[src/rtl/icache_assoc_pkg.sv]
// Shared constants, state encoding and address-field width helpers for icache_assoc.
package icache_assoc_pkg;

  localparam logic [31:0] NOP = 32'h0000_0013;

  typedef enum logic [1:0] {
    LOOKUP = 2'b00,
    WAIT   = 2'b01,
    RESP   = 2'b10
  } state_t;

  // Byte offset width covering one line (word select plus the ignored byte bits).
  function automatic int unsigned calc_off(input int unsigned line_words);
    return $clog2(line_words) + 2;
  endfunction

  function automatic int unsigned calc_idx_w(input int unsigned num_sets);
    return $clog2(num_sets);
  endfunction

  function automatic int unsigned calc_tag_w(input int unsigned word_size,
                                             input int unsigned line_words,
                                             input int unsigned num_sets);
    return word_size - calc_off(line_words) - calc_idx_w(num_sets);
  endfunction

  // A single-way cache still carries a 1-bit way index.
  function automatic int unsigned calc_way_w(input int unsigned num_ways);
    return (num_ways > 1) ? $clog2(num_ways) : 1;
  endfunction

endpackage

[src/rtl/icache_way_select.sv]
// Combinational per-set way logic: tag compare, hit way and replacement victim.
module icache_way_select
  import icache_assoc_pkg::*;
#(
  parameter int unsigned NUM_WAYS = 2,
  parameter int unsigned TAG_W    = 26,
  parameter int unsigned WAY_W    = calc_way_w(NUM_WAYS)
) (
  input  logic [TAG_W-1:0]          i_tag,
  input  logic [NUM_WAYS*TAG_W-1:0] i_way_tags,
  input  logic [NUM_WAYS-1:0]       i_way_valid,
  input  logic [WAY_W-1:0]          i_rr_ptr,
  output logic [NUM_WAYS-1:0]       o_hit_onehot,
  output logic                      o_hit,
  output logic [WAY_W-1:0]          o_hit_way,
  output logic [WAY_W-1:0]          o_victim,
  output logic                      o_set_full
);

  logic w_found_free;

  // Parallel compare; victim is the lowest invalid way, else the round-robin pointer.
  always_comb begin
    o_hit_onehot = '0;
    o_hit_way    = '0;
    o_victim     = i_rr_ptr;
    w_found_free = 1'b0;
    for (int unsigned w = 0; w < NUM_WAYS; w++) begin
      o_hit_onehot[w] = i_way_valid[w] && (i_way_tags[w*TAG_W +: TAG_W] == i_tag);
      if (o_hit_onehot[w]) begin
        o_hit_way = WAY_W'(w);
      end
      if (!i_way_valid[w] && !w_found_free) begin
        o_victim     = WAY_W'(w);
        w_found_free = 1'b1;
      end
    end
    o_hit      = |o_hit_onehot;
    o_set_full = &i_way_valid;
  end

endmodule

[src/rtl/icache_assoc.sv]
// N-way set-associative instruction cache with round-robin replacement,
// whole-cache flush and hit/miss counters.
module icache_assoc
  import icache_assoc_pkg::*;
#(
  parameter int unsigned WORD_SIZE  = 32,
  parameter int unsigned LINE_WORDS = 4,
  parameter int unsigned NUM_SETS   = 4,
  parameter int unsigned NUM_WAYS   = 2,
  parameter int unsigned CNT_W      = 32
) (
  input  logic                            clk,
  input  logic                            rst,
  input  logic [WORD_SIZE-1:0]            pc,
  input  logic                            flush,
  input  logic [LINE_WORDS*WORD_SIZE-1:0] mem_line,
  input  logic                            mem_ready,
  output logic                            mem_req,
  output logic [WORD_SIZE-1:0]            mem_addr,
  output logic [WORD_SIZE-1:0]            instr,
  output logic                            stall,
  output logic [CNT_W-1:0]                hit_count,
  output logic [CNT_W-1:0]                miss_count
);

  localparam int unsigned OFF    = calc_off(LINE_WORDS);
  localparam int unsigned WSEL_W = OFF - 2;
  localparam int unsigned IDX_W  = calc_idx_w(NUM_SETS);
  localparam int unsigned TAG_W  = calc_tag_w(WORD_SIZE, LINE_WORDS, NUM_SETS);
  localparam int unsigned WAY_W  = calc_way_w(NUM_WAYS);

  logic [WORD_SIZE-1:0] r_data  [NUM_SETS][NUM_WAYS][LINE_WORDS];
  logic [TAG_W-1:0]     r_tag   [NUM_SETS][NUM_WAYS];
  logic [NUM_WAYS-1:0]  r_valid [NUM_SETS];
  logic [WAY_W-1:0]     r_rr    [NUM_SETS];

  state_t               r_state, w_next_state;
  logic [WORD_SIZE-1:0] r_miss_pc, r_mem_addr, r_instr;
  logic [WAY_W-1:0]     r_fill_way;
  logic                 r_stall, r_mem_req, r_flush_pending;
  logic [CNT_W-1:0]     r_hit_cnt, r_miss_cnt;

  logic [WSEL_W-1:0]         w_pc_word, w_miss_word;
  logic [IDX_W-1:0]          w_pc_idx, w_miss_idx, w_sel_idx;
  logic [TAG_W-1:0]          w_pc_tag, w_miss_tag;
  logic [NUM_WAYS*TAG_W-1:0] w_set_tags;
  logic [NUM_WAYS-1:0]       w_set_valid, w_hit_onehot;
  logic                      w_hit, w_set_full, w_fill;
  logic [WAY_W-1:0]          w_hit_way, w_victim;
  logic                      w_unused_bits;

  assign w_pc_word   = pc[OFF-1:2];
  assign w_pc_idx    = pc[OFF+IDX_W-1:OFF];
  assign w_pc_tag    = pc[WORD_SIZE-1:OFF+IDX_W];
  assign w_miss_word = r_miss_pc[OFF-1:2];
  assign w_miss_idx  = r_miss_pc[OFF+IDX_W-1:OFF];
  assign w_miss_tag  = r_miss_pc[WORD_SIZE-1:OFF+IDX_W];
  // Outside LOOKUP the set under consideration is the one being filled.
  assign w_sel_idx   = (r_state == LOOKUP) ? w_pc_idx : w_miss_idx;
  assign w_fill      = rst && (r_state == WAIT) && mem_ready;
  assign w_unused_bits = &{pc[1:0], r_miss_pc[1:0], w_hit_onehot};

  // Gather the selected set's tags and valid bits for the way selector.
  always_comb begin
    w_set_tags  = '0;
    w_set_valid = r_valid[w_sel_idx];
    for (int unsigned w = 0; w < NUM_WAYS; w++) begin
      w_set_tags[w*TAG_W +: TAG_W] = r_tag[w_sel_idx][w];
    end
  end

  icache_way_select #(
    .NUM_WAYS (NUM_WAYS),
    .TAG_W    (TAG_W),
    .WAY_W    (WAY_W)
  ) u_way_select (
    .i_tag        (w_pc_tag),
    .i_way_tags   (w_set_tags),
    .i_way_valid  (w_set_valid),
    .i_rr_ptr     (r_rr[w_sel_idx]),
    .o_hit_onehot (w_hit_onehot),
    .o_hit        (w_hit),
    .o_hit_way    (w_hit_way),
    .o_victim     (w_victim),
    .o_set_full   (w_set_full)
  );

  // State register.
  always_ff @(posedge clk) begin
    if (!rst) r_state <= LOOKUP;
    else      r_state <= w_next_state;
  end

  // Next-state logic: LOOKUP -> WAIT on a miss, WAIT -> RESP on mem_ready, RESP -> LOOKUP.
  always_comb begin
    w_next_state = r_state;
    case (r_state)
      LOOKUP:  if (!flush && !w_hit) w_next_state = WAIT;
      WAIT:    if (mem_ready)        w_next_state = RESP;
      RESP:                          w_next_state = LOOKUP;
      default:                       w_next_state = LOOKUP;
    endcase
  end

  // Line data and tag storage, written by a completing fill.
  always_ff @(posedge clk) begin
    if (w_fill) begin
      for (int unsigned k = 0; k < LINE_WORDS; k++) begin
        r_data[w_miss_idx][w_victim][k] <= mem_line[k*WORD_SIZE +: WORD_SIZE];
      end
      r_tag[w_miss_idx][w_victim] <= w_miss_tag;
    end
  end

  // Control registers: valid bits, replacement pointers, outputs and counters.
  always_ff @(posedge clk) begin
    if (!rst) begin
      for (int unsigned s = 0; s < NUM_SETS; s++) begin
        r_valid[s] <= '0;
        r_rr[s]    <= '0;
      end
      r_stall         <= 1'b0;
      r_mem_req       <= 1'b0;
      r_mem_addr      <= '0;
      r_miss_pc       <= '0;
      r_fill_way      <= '0;
      r_instr         <= WORD_SIZE'(NOP);
      r_flush_pending <= 1'b0;
      r_hit_cnt       <= '0;
      r_miss_cnt      <= '0;
    end else begin
      case (r_state)
        LOOKUP: begin
          if (flush) begin
            for (int unsigned s = 0; s < NUM_SETS; s++) r_valid[s] <= '0;
            r_instr         <= WORD_SIZE'(NOP);
            r_flush_pending <= 1'b0;
          end else if (w_hit) begin
            r_instr   <= r_data[w_pc_idx][w_hit_way][w_pc_word];
            r_hit_cnt <= r_hit_cnt + CNT_W'(1);
          end else begin
            r_stall    <= 1'b1;
            r_mem_req  <= 1'b1;
            r_mem_addr <= {pc[WORD_SIZE-1:OFF], {OFF{1'b0}}};
            r_miss_pc  <= pc;
            r_instr    <= WORD_SIZE'(NOP);
            r_miss_cnt <= r_miss_cnt + CNT_W'(1);
          end
        end
        WAIT: begin
          if (flush) r_flush_pending <= 1'b1;
          if (mem_ready) begin
            r_valid[w_miss_idx][w_victim] <= 1'b1;
            r_fill_way <= w_victim;
            if (w_set_full) begin
              r_rr[w_miss_idx] <= (r_rr[w_miss_idx] == WAY_W'(NUM_WAYS - 1))
                                  ? '0 : r_rr[w_miss_idx] + WAY_W'(1);
            end
            r_mem_req <= 1'b0;
          end
        end
        RESP: begin
          // The pending flush is applied only after the filled word has been read out.
          r_instr <= r_data[w_miss_idx][r_fill_way][w_miss_word];
          r_stall <= 1'b0;
          if (r_flush_pending || flush) begin
            for (int unsigned s = 0; s < NUM_SETS; s++) r_valid[s] <= '0;
          end
          r_flush_pending <= 1'b0;
        end
        default: ;
      endcase
    end
  end

  assign mem_req    = r_mem_req;
  assign mem_addr   = r_mem_addr;
  assign instr      = r_instr;
  assign stall      = r_stall;
  assign hit_count  = r_hit_cnt;
  assign miss_count = r_miss_cnt;

endmodule

[config.mk]
export PLATFORM = sky130hd
export DESIGN_NAME = icache_assoc
export DESIGN_NICKNAME = d
export VERILOG_FILES = /design/src/rtl/icache_assoc_pkg.sv /design/src/rtl/icache_way_select.sv /design/src/rtl/icache_assoc.sv
export SDC_FILE = /design/constraint.sdc
export NUM_CORES = 2
export LEC_CHECK = 0
export CAP_MARGIN = 20
export CORE_MARGIN = 2
export CORE_UTILIZATION = 35
export CTS_CLUSTER_DIAMETER = 200
export DETAILED_ROUTE_END_ITERATION = 16
export SLEW_MARGIN = 15
export SYNTH_ARGS = -nofsm -noshare
export SYNTH_HDL_FRONTEND = slang
export SYNTH_SLANG_ARGS = --single-unit
export TNS_END_PERCENT = 10
[constraint.sdc]
create_clock -name clk -period 18.5 [get_ports clk]
set_clock_uncertainty 0.2 [all_clocks]
set_input_delay 4.625 -clock clk [delete_from_list [all_inputs] [get_ports clk]]
set_output_delay 4.625 -clock clk [all_outputs]
set_load 0.02 [all_outputs]
# Word level (Yosys, flattened, before mapping)
# Memory sizes are Yosys's and may differ from the RTL's. A register that Yosys moved wholly into a read port is not among the register bits.
# Index checks and enable logic that the tools add are counted.
# word_totals
n_memories,4
out_inout_bits,130
regBits,162
word_cells,1698
mem_bits_rw,1244
in_bits,164
# memory_table
memory,words,word_bits,rd,rd_ports_with_merged_regs,write_ports,line_no,text
r_data,4,256,2,1,1,icache_assoc.sv:32,logic [WORD_SIZE-1:0] r_data [NUM_SETS][NUM_WAYS][LINE_WORDS];
r_tag,4,52,1,0,1,icache_assoc.sv:33,logic [TAG_W-1:0] r_tag [NUM_SETS][NUM_WAYS];
r_valid,4,2,1,0,4,icache_assoc.sv:34,logic [NUM_WAYS-1:0] r_valid [NUM_SETS];
r_rr,4,1,2,1,4,icache_assoc.sv:35,logic [WAY_W-1:0] r_rr [NUM_SETS];
# op_classes
bitwise,783
muxes,853
n_lt_le_gt_ge,8
eq_ne,10
n_reduce_logical,27
n_addsub,3
# ops
operator,count
$mux 256,4
$mux 128,7
$mux 1,798
$or 1x1->1,776
$demux 128 s1,4
$mux 32,7
$bmux 32 s2,2
$mux 96,1
$add 32x1->32 const B,2
$mux 64,1
$pmux 32 s2,1
$eq 26x26->1,2
$mux 52,1
$mux 2,20
$demux 26 s1,1
$mux 26,1
$reduce_and 3->1,4
$ne 2x2->1 const B,5
$logic_and 1x1->1,8
$ge 2x2->1 const B,3
$ge 3x3->1 const B,2
$not 1->2,3
$not 2->3,2
$reduce_and 2->1,3
other kinds (20),26

# Logic depth before layout (Yosys ltp)
# An unclocked memory read counts as a cell.
# logic_depth
ltp_word,16
depth_mapped,19
mapped_depth_nobuf,11

# Hierarchy
# Synthesis repeated with hierarchy kept, for this count alone.
# hier_totals
cells_unflattened,3495
area_unflattened_um2,62506.2
# by_module_without_submodules
module,seq_area_each_um2,cells_per_inst,area_per_inst_um2,instances
icache_assoc,40008.4,3420,61889.4,1
icache_way_select,0.0,75,616.8,1

# Least setup slack after synthesis
# OpenSTA, ideal clock, no wires.
# synth_timing
path_type,input-to-reg
from,in pc[5]
to,mem r_valid[0][1] (enable)
t_arrival_ps,17593
setup_ps,342
required_time_ps,17958
path_buffers,5
slack_ps,365
path_stages,14
path_cell_list,buf_2 -> or3b_1 -> buf_2 -> nand2_1 -> buf_4 -> buf_2 -> buf_1 -> nand2_1 -> nand3_1 -> a21oi_1 -> nor2_1 -> nand2_1 -> nor3_1 -> nand2b_1
# synth_lines
element,line_no,text
"start, declared",icache_assoc.sv:14,"input logic [WORD_SIZE-1:0] pc,"
"end, declared",icache_assoc.sv:34,

# Worst setup path in the final report
# layout_timing
from,in pc[5]
to,reg r_instr[4] (netlist: instr[4])
# layout_between
elab_chain_cells,15
elab_cells_between_ends,20
cone_classes,2 x eq/ne; 11 x mux; 1 x bitwise; 3 x reduce/logical; 3 x memory
# layout_lines
element,line_no,text
$mux 2,icache_assoc.sv:59,assign w_sel_idx = (r_state == LOOKUP) ? w_pc_idx : w_miss_idx;
$mem_v2 4x52,n/a,
$eq 26x26->1,icache_way_select.sv:29,o_hit_onehot[w] = i_way_valid[w] && (i_way_tags[w*TAG_W +: TAG_W] == i_tag);
$logic_and 1x1->1,icache_way_select.sv:29,
$mux 1,icache_way_select.sv:30,if (o_hit_onehot[w]) begin
$not 1->2 (not written as such),icache_assoc.sv:139,r_instr <= r_data[w_pc_idx][w_hit_way][w_pc_word];
$mux 128 (not written as such) (3 in series),icache_assoc.sv:139,
$bmux 32 s2,icache_assoc.sv:139,
$mux 32 (not written as such) (2 in series),icache_assoc.sv:139,
$mux 32 (*),icache_assoc.sv:138,end else if (w_hit) begin
$mux 32 (*),icache_assoc.sv:134,if (flush) begin
$pmux 32 s2 (*),icache_assoc.sv:132,case (r_state)
"end signal, assigned",icache_assoc.sv:136,r_instr <= WORD_SIZE'(NOP);
"end signal, assigned",icache_assoc.sv:139,
"end signal, assigned",icache_assoc.sv:146,r_instr <= WORD_SIZE'(NOP);
"end, declared",icache_assoc.sv:38,"logic [WORD_SIZE-1:0] r_miss_pc, r_mem_addr, r_instr;"
# Mark *: on every way between the ends. The rest lies on a longest branch, timed or not. The select of a mux whose other input is x is not followed.
# A chain may end at the register's enable or synchronous reset.

==> metrics.txt <==
clk buf depth=3; CTS clk-pin slew, worst paths=approximately 0.060 ns; reg2reg path depth=14; max incr delay on CP=0.93 ns; Setup CP Type=primary input to register; multi-input logic area=23280 µm²; CTS H-tree depth=4; mux share of post-synthesis cell area=24.17%; Detailed Place HPWL=105700 µm; Simple-Gate Fraction of Synth Area=7.198%; Hold WC Path Type=register to register; IO Count=294; Period minus WS final=between 10 and 15 ns; Pleak=0.02368 µW; Port Buffers=287; largest family of logic cells by synthesized area=multiplexers; Synth Area in Compound Gates=3.972%; CP Cell Sequence=buf_8 > buf_4 > or3b_1 > buf_4 > nand2_1 > buf_4 > o21ai_0 > nor4_1 > o221ai_1 > or4b_4 > buf_4 > and3_1 > o31a_1 > o41ai_1 > nand3_1; Post-synth EDFFs=1241; WP depth=15; status=complete, no violations; layout cells sized above 1=between 20% and 30%; die area=188400 µm²; CTS hold repair buffers=0; synth-to-layout area growth=16.39%; post-CTS setup buffer count=0; Clock Latency Late Sink=0.81 ns; die width=434.1 µm; crit path DAT=approximately 12 ns; worst path required time=18.93 ns; CP max-delay cell=or4b_4; CTS tree=done; asr flop ratio synth=0%; Final nets=4299; Reg area=between 40000 and 50000 µm²; setup slack, reg-to-reg=11.43 ns; PostCTS Resize Cnt=0; crit-path most repeated cell=buf_4; Crit. End Element=register; antenna violations before repair=17; root buffer cell=clkbuf_16; drt initial violations=3699; adder-cell share of the synthesized area=less than 1%; Reg-to-Reg Start=r_miss_pc[4]; Starting Density=35.28%; number of global-route vias before repair=39630; maxcap violations=0; largest net degree at the start of global routing=119; Total GRT Usage=between 10% and 20%; Worst-Margin Slew=1.145 ns; # fillers=16520; Max Clk Rate=86.84 MHz; Vias/cell=~5.7; RSZ-0062 raised after global routing=false; Worst R2R End=instr[4]; VDD IR-drop max=0.07402 mV; core region area=between 150000 and 200000 µm²; setup slack after layout=6.984 ns; Final period util=62.25%; Setup crit start=pc[5]; Yosys warning total=0; Post-Syn Area=64730 µm²; row count=~160; WL/cell=27.80 µm; GR Overflow Total=0; xor/xnor share of the synthesized area=0.3653%; CP startpoint kind=primary input; first-pass GRT wire length=270400 µm; final WL=187300 µm; cells after synthesis=3922; Syn Area/Cell=16.50 µm²; Top delay family on crit path=buffers and inverters; Cell Pwr Density=95.10 nW/µm²; # setup viols final=0; Inserted Clock Buffers=roughly 160; clock sinks=1378; worst slack, placed=6.150 ns; GPL Wtd Cong=0.8081; Primary FF master, synth=edfxtp_1; routed via count=38580; sequential area share after synthesis=about three fifths; final count of hold timing violations=0; Critical Path End=instr[4]; DR pass1 iterations=9; max-slew violations=0; post-route ant nets=0; drc violations=0; Die Height=around 430 µm; buffer and inverter count on the worst path=5; Slew headroom=23.68%; setup TNS=0 ns; Seq cells post-synth=1378; critical-path maximum fanout=93; Yosys cell types=between 80 and 90
[sequential cells by signal (all words and copies together), names as in the netlist, named ones only]
signal	flops
hit_count	32
r_tag	208
instr	32
r_state	2
stall	1
r_fill_way	1
r_miss_pc	29
r_flush_pending	1
mem_req	1
r_valid	8
r_rr	4
r_data	1024
mem_addr	1
miss_count	32
[cells in the final DEF (no fill, tap or decap), drive strengths merged, types with 22 or more instances in the layout]
cell type,count
mux2,42
o21a,36
clkbuf,225
o21ai,108
dfxtp,137
a21oi,100
or3,48
xnor2,22
inv,48
a211oi,28
nand3,68
nor2,146
nor3,30
mux2i,87
a22oi,31
edfxtp,1241
clkinv,52
mux4,635
nand2,521
buf,80
clkdlybuf4s50,285
and3,34
[worst min path at each step]
| stage | endpoint | start | slack, ns | cells past startpoint |
|---|---|---|---|---|
| global route | instr[0] | instr[0] | 0.29 | 2 |
| global placement | mem_req | mem_req | 0.25 | 2 |
| floorplan | r_rr[0] | r_rr[0] | 0.28 | 2 |
| detailed placement | mem_req | mem_req | 0.26 | 2 |
| finish | mem_req | mem_req | 0.27 | 2 |
| CTS | mem_req | mem_req | 0.27 | 2 |
[cells in the mapped netlist, types with 6 or more instances]
library cell  count  area, µm²
o21a_1           35      262.8
mux2_2           42      473.0
nor2_1          145      544.3
mux2i_1          87      870.8
nand3_1          68      340.3
a2111oi_0         7      61.31
o211ai_1          9      67.56
a221oi_1         10      87.58
nor4b_1          16      140.1
and4b_1           8      80.08
nand2b_1         10      62.56
o31ai_1           8      60.06
dfxtp_1         137       2743
o21ai_0         103      515.5
or4_1             7      52.55
buf_2            33      165.2
inv_1            42      157.7
nor4_1           18      112.6
a31oi_1           6      37.54
nand4_1          17      106.4
or3_1            48      300.3
nand3b_1          6      45.04
a211oi_1         26      195.2
buf_6             6      67.56
nor3_1           29      145.1
buf_4            39      292.8
a21o_1            9      67.56
nand4b_1         18      157.7
nor2b_1           6      37.54
clkbuf_1        177      664.4
and3_1           34      212.7
buf_1            60      225.2
and4_1           13      113.9
xnor2_1          22      192.7
o22ai_1          10      62.56
edfxtp_1       1241      37270
a21oi_1         100      500.5
nand2_1         520       1952
mux4_2          635      14300
a22oi_1          31      232.7
[tightest hold or removal path, stage by stage, from the launching register on]
cell and delay, ns:
dfxtp_1 0.31, inv_1 0.05, a211oi_1 0.06
[cells by family (layout without fill, tap and decap cells)]
kind of cell	after synthesis	after routing
DFF	1378	1378
and+or+nand+nor	990	990
muxes	764	764
AOI/OAI and AO/OA	401	401
buffers and inverters	359	702
xor gates and xnor gates	27	27
adders and majority gates	2	2
other	1	9
[report_power, final]
part / internal, µW / switching, µW
registers: 3420 / 36.7
logic: 270 / 332
clock network: 1790 / 1320
total: 5480 / 1680
[metal layers]
layer,global-route usage [%],routed length (µm),vias up
met5,0,78,-
met4,7.906,7127,12
met3,3.296,12410,343
met2,33.22,93080,1466
met1,25.44,74570,20410
li1,-,-,16350
[layout make-up]
cell class	instances	area share, %
Sequential cell	1378	53.14
Multi-Input combinational cell	2188	30.91
Clock buffer	225	5.834
Timing Repair Buffer	365	4.697
Tap cell	2464	4.092
Clock inverter	68	1.083
Inverter	44	0.2325
Antenna cell	5	0.01661
[stage by stage]
| stage | util (%) | instance area, µm² | hold WS, ns | cells | total power (µW) |
|---|---|---|---|---|---|
| floorplan | - | 64740 | 0.2788 | 3925 | 3916 |
| global placement | 38.19 | 70060 | 0.2535 | 6437 | 4125 |
| detailed placement | 38.21 | 70110 | 0.2569 | 6439 | 4132 |
| CTS | 41.05 | 75320 | 0.2691 | 6732 | 7229 |
| global route | 41.06 | 75340 | 0.2945 | 6737 | 7387 |
| finish | 41.06 | 75340 | 0.2714 | 6737 | 7164 |
(Power assumes the default switching activity.)
